==> src/rtl/matrix_sync_master.sv <==
// Initiator end of the inter-tile matrix sync serial link.
// Sends a latched row plus edge bit and captures the neighbour's.
module matrix_sync_master #(
  parameter int WIDTH       = 32,
  parameter int HALF_PERIOD = 4
) (
  input  logic             clk,
  input  logic             reset,
  input  logic             i_start,
  output logic             o_busy,
  output logic             o_done,
  input  logic [WIDTH-1:0] i_cells,
  input  logic             i_edge,
  output logic [WIDTH-1:0] o_cells,
  output logic             o_edge,
  output logic             o_sync_clk_syn,
  output logic             o_sync_active_syn,
  output logic             o_sync_out_syn,
  input  logic             i_sync_in_syn
);

  localparam int N  = WIDTH + 1;
  localparam int HW = $clog2(HALF_PERIOD);
  localparam int PW = $clog2(N + 1);
  localparam logic [HW-1:0] H_LAST = HW'(HALF_PERIOD - 1);
  localparam logic [PW-1:0] P_LAST = PW'(N - 1);

  typedef enum logic [2:0] {
    S_IDLE, S_SETUP, S_HIGH, S_LOW, S_COOL
  } state_t;

  state_t         r_state, w_state_nxt;
  logic [HW-1:0]  r_hcnt, w_hcnt_nxt;
  logic [PW-1:0]  r_pcnt, w_pcnt_nxt;
  logic [N-1:0]   r_tx, w_tx_nxt;
  logic [N-1:0]   r_rx, w_rx_nxt;
  logic           w_load, w_last;
  logic           r_sync1, r_sync2;
  logic [WIDTH-1:0] r_cells;
  logic           r_edge;
  logic           r_busy, r_done, r_sclk, r_act, r_sout;
  logic           w_act_nxt;

  always_ff @(posedge clk) begin
    if (reset) begin
      r_sync1 <= 1'b0;
      r_sync2 <= 1'b0;
    end else begin
      r_sync1 <= i_sync_in_syn;
      r_sync2 <= r_sync1;
    end
  end

  always_comb begin
    w_state_nxt = r_state;
    w_hcnt_nxt  = r_hcnt + 1'b1;
    w_pcnt_nxt  = r_pcnt;
    w_tx_nxt    = r_tx;
    w_rx_nxt    = r_rx;
    w_load      = 1'b0;
    w_last      = (r_hcnt == H_LAST);
    unique case (r_state)
      S_IDLE: begin
        w_hcnt_nxt = '0;
        if (i_start) begin
          w_state_nxt = S_SETUP;
          w_tx_nxt    = {i_edge, i_cells};
          w_pcnt_nxt  = '0;
        end
      end
      S_SETUP: begin
        if (w_last) begin
          w_state_nxt = S_HIGH;
          w_hcnt_nxt  = '0;
        end
      end
      S_HIGH: begin
        if (w_last) begin
          w_state_nxt = S_LOW;
          w_hcnt_nxt  = '0;
          w_tx_nxt    = r_tx >> 1;
        end
      end
      S_LOW: begin
        if (w_last) begin
          w_hcnt_nxt = '0;
          w_rx_nxt   = {r_sync2, r_rx[N-1:1]};
          w_pcnt_nxt = r_pcnt + 1'b1;
          if (r_pcnt == P_LAST) begin
            w_state_nxt = S_COOL;
            w_load      = 1'b1;
          end else begin
            w_state_nxt = S_HIGH;
          end
        end
      end
      S_COOL: begin
        if (w_last) begin
          w_state_nxt = S_IDLE;
          w_hcnt_nxt  = '0;
        end
      end
      default: begin
        w_state_nxt = S_IDLE;
        w_hcnt_nxt  = '0;
      end
    endcase
    w_act_nxt = (w_state_nxt == S_SETUP) ||
                (w_state_nxt == S_HIGH) ||
                (w_state_nxt == S_LOW);
  end

  always_ff @(posedge clk) begin
    if (reset) begin
      r_state <= S_IDLE;
      r_hcnt  <= '0;
      r_pcnt  <= '0;
      r_tx    <= '0;
      r_rx    <= '0;
      r_cells <= '0;
      r_edge  <= 1'b0;
      r_busy  <= 1'b0;
      r_done  <= 1'b0;
      r_sclk  <= 1'b0;
      r_act   <= 1'b0;
      r_sout  <= 1'b0;
    end else begin
      r_state <= w_state_nxt;
      r_hcnt  <= w_hcnt_nxt;
      r_pcnt  <= w_pcnt_nxt;
      r_tx    <= w_tx_nxt;
      r_rx    <= w_rx_nxt;
      if (w_load) begin
        r_cells <= w_rx_nxt[WIDTH-1:0];
        r_edge  <= w_rx_nxt[N-1];
      end
      r_busy <= (w_state_nxt != S_IDLE);
      r_done <= (w_state_nxt == S_COOL) && (w_hcnt_nxt == H_LAST);
      r_sclk <= (w_state_nxt == S_HIGH);
      r_act  <= w_act_nxt;
      r_sout <= w_act_nxt & w_tx_nxt[0];
    end
  end

  assign o_busy            = r_busy;
  assign o_done            = r_done;
  assign o_cells           = r_cells;
  assign o_edge            = r_edge;
  assign o_sync_clk_syn    = r_sclk;
  assign o_sync_active_syn = r_act;
  assign o_sync_out_syn    = r_sout;

endmodule
==> config.mk <==
export PLATFORM = sky130hd
export DESIGN_NAME = matrix_sync_master
export DESIGN_NICKNAME = d
export VERILOG_FILES = /design/src/rtl/matrix_sync_master.sv
export SDC_FILE = /design/constraint.sdc
export NUM_CORES = 1
export LEC_CHECK = 0
export BUFFER_PORTS_ARGS = -buffer_cell sky130_fd_sc_hd__buf_4
export CAP_MARGIN = 20
export CELL_PAD_IN_SITES_DETAIL_PLACEMENT = 1
export CELL_PAD_IN_SITES_GLOBAL_PLACEMENT = 1
export CORE_MARGIN = 8
export CORE_UTILIZATION = 26
export CTS_BUF_LIST = sky130_fd_sc_hd__clkbuf_8
export DETAILED_ROUTE_END_ITERATION = 6
export PLACE_DENSITY_LB_ADDON = 0.1
export SYNTH_ARGS = -nofsm -noshare
export SYNTH_HDL_FRONTEND = slang
export SYNTH_SLANG_ARGS = --single-unit
==> constraint.sdc <==
create_clock -name clk -period 1.7 [get_ports clk]
set_input_delay 0.255 -clock clk [delete_from_list [all_inputs] [get_ports clk]]
set_output_delay 0.255 -clock clk [all_outputs]
set_load 0.1 [all_outputs]
==> implementation parameters <==
Parameter                              Value

Routing
  Final wirelength    14300 µm
  Detailed router's first-iteration violation count    172
  Mean routed wirelength per cell    16.7 µm
  Mean number of vias per cell    4.93
  Number of vias after detailed routing    4228
  Post-detailed-route DRC marker count    0
  Remaining antenna violation count    0
  Number of optimization iterations in the first detailed-route pass    4

Timing
  Slew Limit Fails    0
  Final period util    99.2%
  Number of hold violations in the final report    0
  Setup repair after global routing missed its margin    yes
  Minimum period implied by the final worst setup slack    1.69 ns
  Max Clock Freq    0.593 GHz
  Relative max-transition margin    72.1%
  Transition at the pin with the smallest max-transition slack    0.418 ns
  Final setup skew    0.0121 ns
  Number of setup violations in the final report    0
  Worst Hold Margin    0.0377 ns

Power
  Maximum VDD drop    0.000397 V
  Leakage    2.26 nW
  Power density over the cells    895 mW/mm²

Critical path
  Required time reported for the critical path endpoint    2.03 ns
  Startpoint of the most critical register-to-register path    r_hcnt[0]
  CP startpoint kind    register
  WS Path Type    reg -> reg
  CP startpoint    r_hcnt[0]
  Maximum fanout along the worst path    8
  RR Endpoint    o_cells[8]
  Nature of the critical path endpoint    register
  Register-to-register setup slack    0.01 ns
  Data arrival at the endpoint of the critical path    2.02 ns
  Worst-case reg-to-reg path depth    5

Floorplanning
  Number of top-level pins    75
  Vertical extent of the die    150 µm
  Total Die Area    0.0226 mm²
  Die width    150 µm
  Area inside the core boundary    0.0178 mm²
  Core Rows    49
  Initial standard-cell utilization of the core    26.3%

Yosys
  EDFF count, synth    0
  Portion of synthesized cell area occupied by the leading cell type    49.5%
  Distinct cell type count of the synthesized netlist    38
  Flip-flop and latch count after synthesis    116
  Dominant register cell in the synthesized netlist    sky130_fd_sc_hd__dfxtp_1
  Asr flop ratio synth    0%
  Cell types with the highest counts after synthesis    116 x sky130_fd_sc_hd__dfxtp_1, 72 x sky130_fd_sc_hd__a21oi_1, 69 x sky130_fd_sc_hd__nand2_1
  Post-Synthesis Mean Instance Area    8.81 µm²
  Sequential area share after synthesis    49.5%
  Syn Nets    572
  Synthesized instance count    532
  Library cell occupying the most area in the post-synthesis netlist    sky130_fd_sc_hd__dfxtp_1
  Summed instance area of the synthesized netlist    0.00469 mm²
  Largest cells by area after synthesis    sky130_fd_sc_hd__dfxtp_1 50%, sky130_fd_sc_hd__a21oi_1 7.7%, sky130_fd_sc_hd__nand2_1 5.5%
  Yosys synthesis warning count    0
  Most used standard cell by instance count after synthesis    sky130_fd_sc_hd__dfxtp_1

CTS
  Clk slew on worst S/H paths    0.07 ns
  Number of buffers on the longest clock path    2
  Cts bufs inserted    17
  Clock insertion delay at the later pin of the skew report    0.43 ns
  Clock tree from TritonCTS    built
  H-tree levels    4
  Number of hold buffers added after CTS    0
  Total number of clock tree sinks    116
  Clock Tree Root    sky130_fd_sc_hd__clkbuf_8

Worst hold path
  Worst hold-check path type    in -> reg
  Hold path start    i_sync_in_syn
  Cell depth of the worst min-delay path    2
  Hold endpoint    r_sync1

Cells and area
  Final Util    35.5%
  Proportion of layout cells with a drive suffix above 1    27.3%
  Synthesis-to-layout area growth    34.9%
  Multi-input gate area in the final layout    0.00223 mm²
  Final net count    656
  Final antenna diode count    0
  Count of filler cells inserted in the layout    2071
  Total area of sequential cells    0.00232 mm²

Placement
  I/O Buffers    74
  Routability congestion estimate    0.723
  HPWL after detailed placement    9030 µm

Global route
  Largest net degree at the start of global routing    36
  Vias in the first global route    4373
  Wire length of the first global-routing pass    21900 µm
  Leftover overflow at the end of global routing    0
  Initial antenna violation count    0
  Total global-route track usage    12.2%

Outcome
  Run status    complete, no violations

Flow run
  Maxcap violations    0
## cell type report
cell class / instances / share of cell area (%)
clock buffers: 20 / 4.35
clock inverters: 12 / 1.80
inverters: 5 / 0.297
repair buffers: 123 / 17.1
flip-flops and latches: 116 / 36.7
multi-input cells: 353 / 35.2
well taps: 229 / 4.53
## registers in the layout, indices dropped and copies added, names as in the netlist
name / cells
o_sync_clk_syn: 1
o_edge: 1
o_busy: 1
o_sync_active_syn: 1
r_hcnt: 2
r_state: 3
r_sync2: 1
r_sync1: 1
o_cells: 32
r_rx: 32
r_tx: 33
o_sync_out_syn: 1
o_done: 1
r_pcnt: 6
## power breakdown
part           leakage [nW]  internal (mW)  switching [mW]
logic                  1.11          0.155           0.197
clock network         0.204           1.39            1.11
registers             0.941           2.77          0.0306
total                  2.26           4.32            1.34
## metal layers
metal	share of wire [%]	wire length (µm)	GRT usage, %
met3	4.3	611	4.00
met5	0	0	0
met2	47	6790	19.7
met1	46	6610	14.6
met4	2.3	332	4.95
## worst max-delay path, cell delays in order (launching register included)
cell and delay [ns]:
sky130_fd_sc_hd__dfxtp_2 0.36, sky130_fd_sc_hd__ha_4 0.15, sky130_fd_sc_hd__nand4b_1 0.19, sky130_fd_sc_hd__or3_4 0.49, sky130_fd_sc_hd__buf_8 0.19, sky130_fd_sc_hd__a31o_1 0.21
## kinds of logic (layout without fill, tap and decap cells)
family                   count (synthesis)  in the layout  synth area share (%)
buffers and inverters                   63            160                  5.90
multiplexers                             1              1                 0.213
AO/OA/AOI/OAI                          146            146                  20.4
adder cells (fa/ha/maj)                  3              3                 0.801
flip-flops                             116            116                  49.5
XOR/XNOR                                 1              1                 0.187
AND/OR/NAND/NOR                        202            202                  23.0
## cells in the final DEF, fill, tap and decap left out, types with 7 or more instances in the layout
cell type                    n
sky130_fd_sc_hd__dfxtp_1   114
sky130_fd_sc_hd__clkbuf_8   20
sky130_fd_sc_hd__a22oi_1    32
sky130_fd_sc_hd__a31o_1     29
sky130_fd_sc_hd__nand2_1    69
sky130_fd_sc_hd__buf_4     109
sky130_fd_sc_hd__a21oi_1    71
sky130_fd_sc_hd__nor4_1     31
sky130_fd_sc_hd__nand2b_1   33
sky130_fd_sc_hd__inv_1       7
sky130_fd_sc_hd__nand3_1    39
## timing repair
action,in CTS,in global routing
buffers inserted,0,5
cloned,0,6
endpoints found under the setup margin,23,49
pin swaps,0,31
gates resized for setup,2,22
## how the worst max path moves through the flow
| stage | end | cells past startpoint |
|---|---|---|
| 2_1_floorplan | o_cells[22] | 8 |
| 3_3_place_gp | o_cells[31] | 5 |
| 3_5_place_dp | o_edge | 5 |
| 4_1_cts | o_cells[22] | 6 |
| 5_1_grt | o_cells[8] | 5 |
| 6_report | o_cells[8] | 5 |
## through the flow
stage,setup TNS (ns),power [mW],worst slack [ns],area [µm²],std cells
after global routing,-1.65,5.96,-0.0723,6330,858
after floorplan,0,3.06,0.0535,4690,532
after global placement,0,3.21,0.0167,5640,815
after CTS,-0.00267,5.77,-0.00207,6040,847
final,0,5.66,0.0138,6330,858
after detailed placement,-0.101,3.22,-0.0252,5640,815
Power figures use the tool's default switching activity.
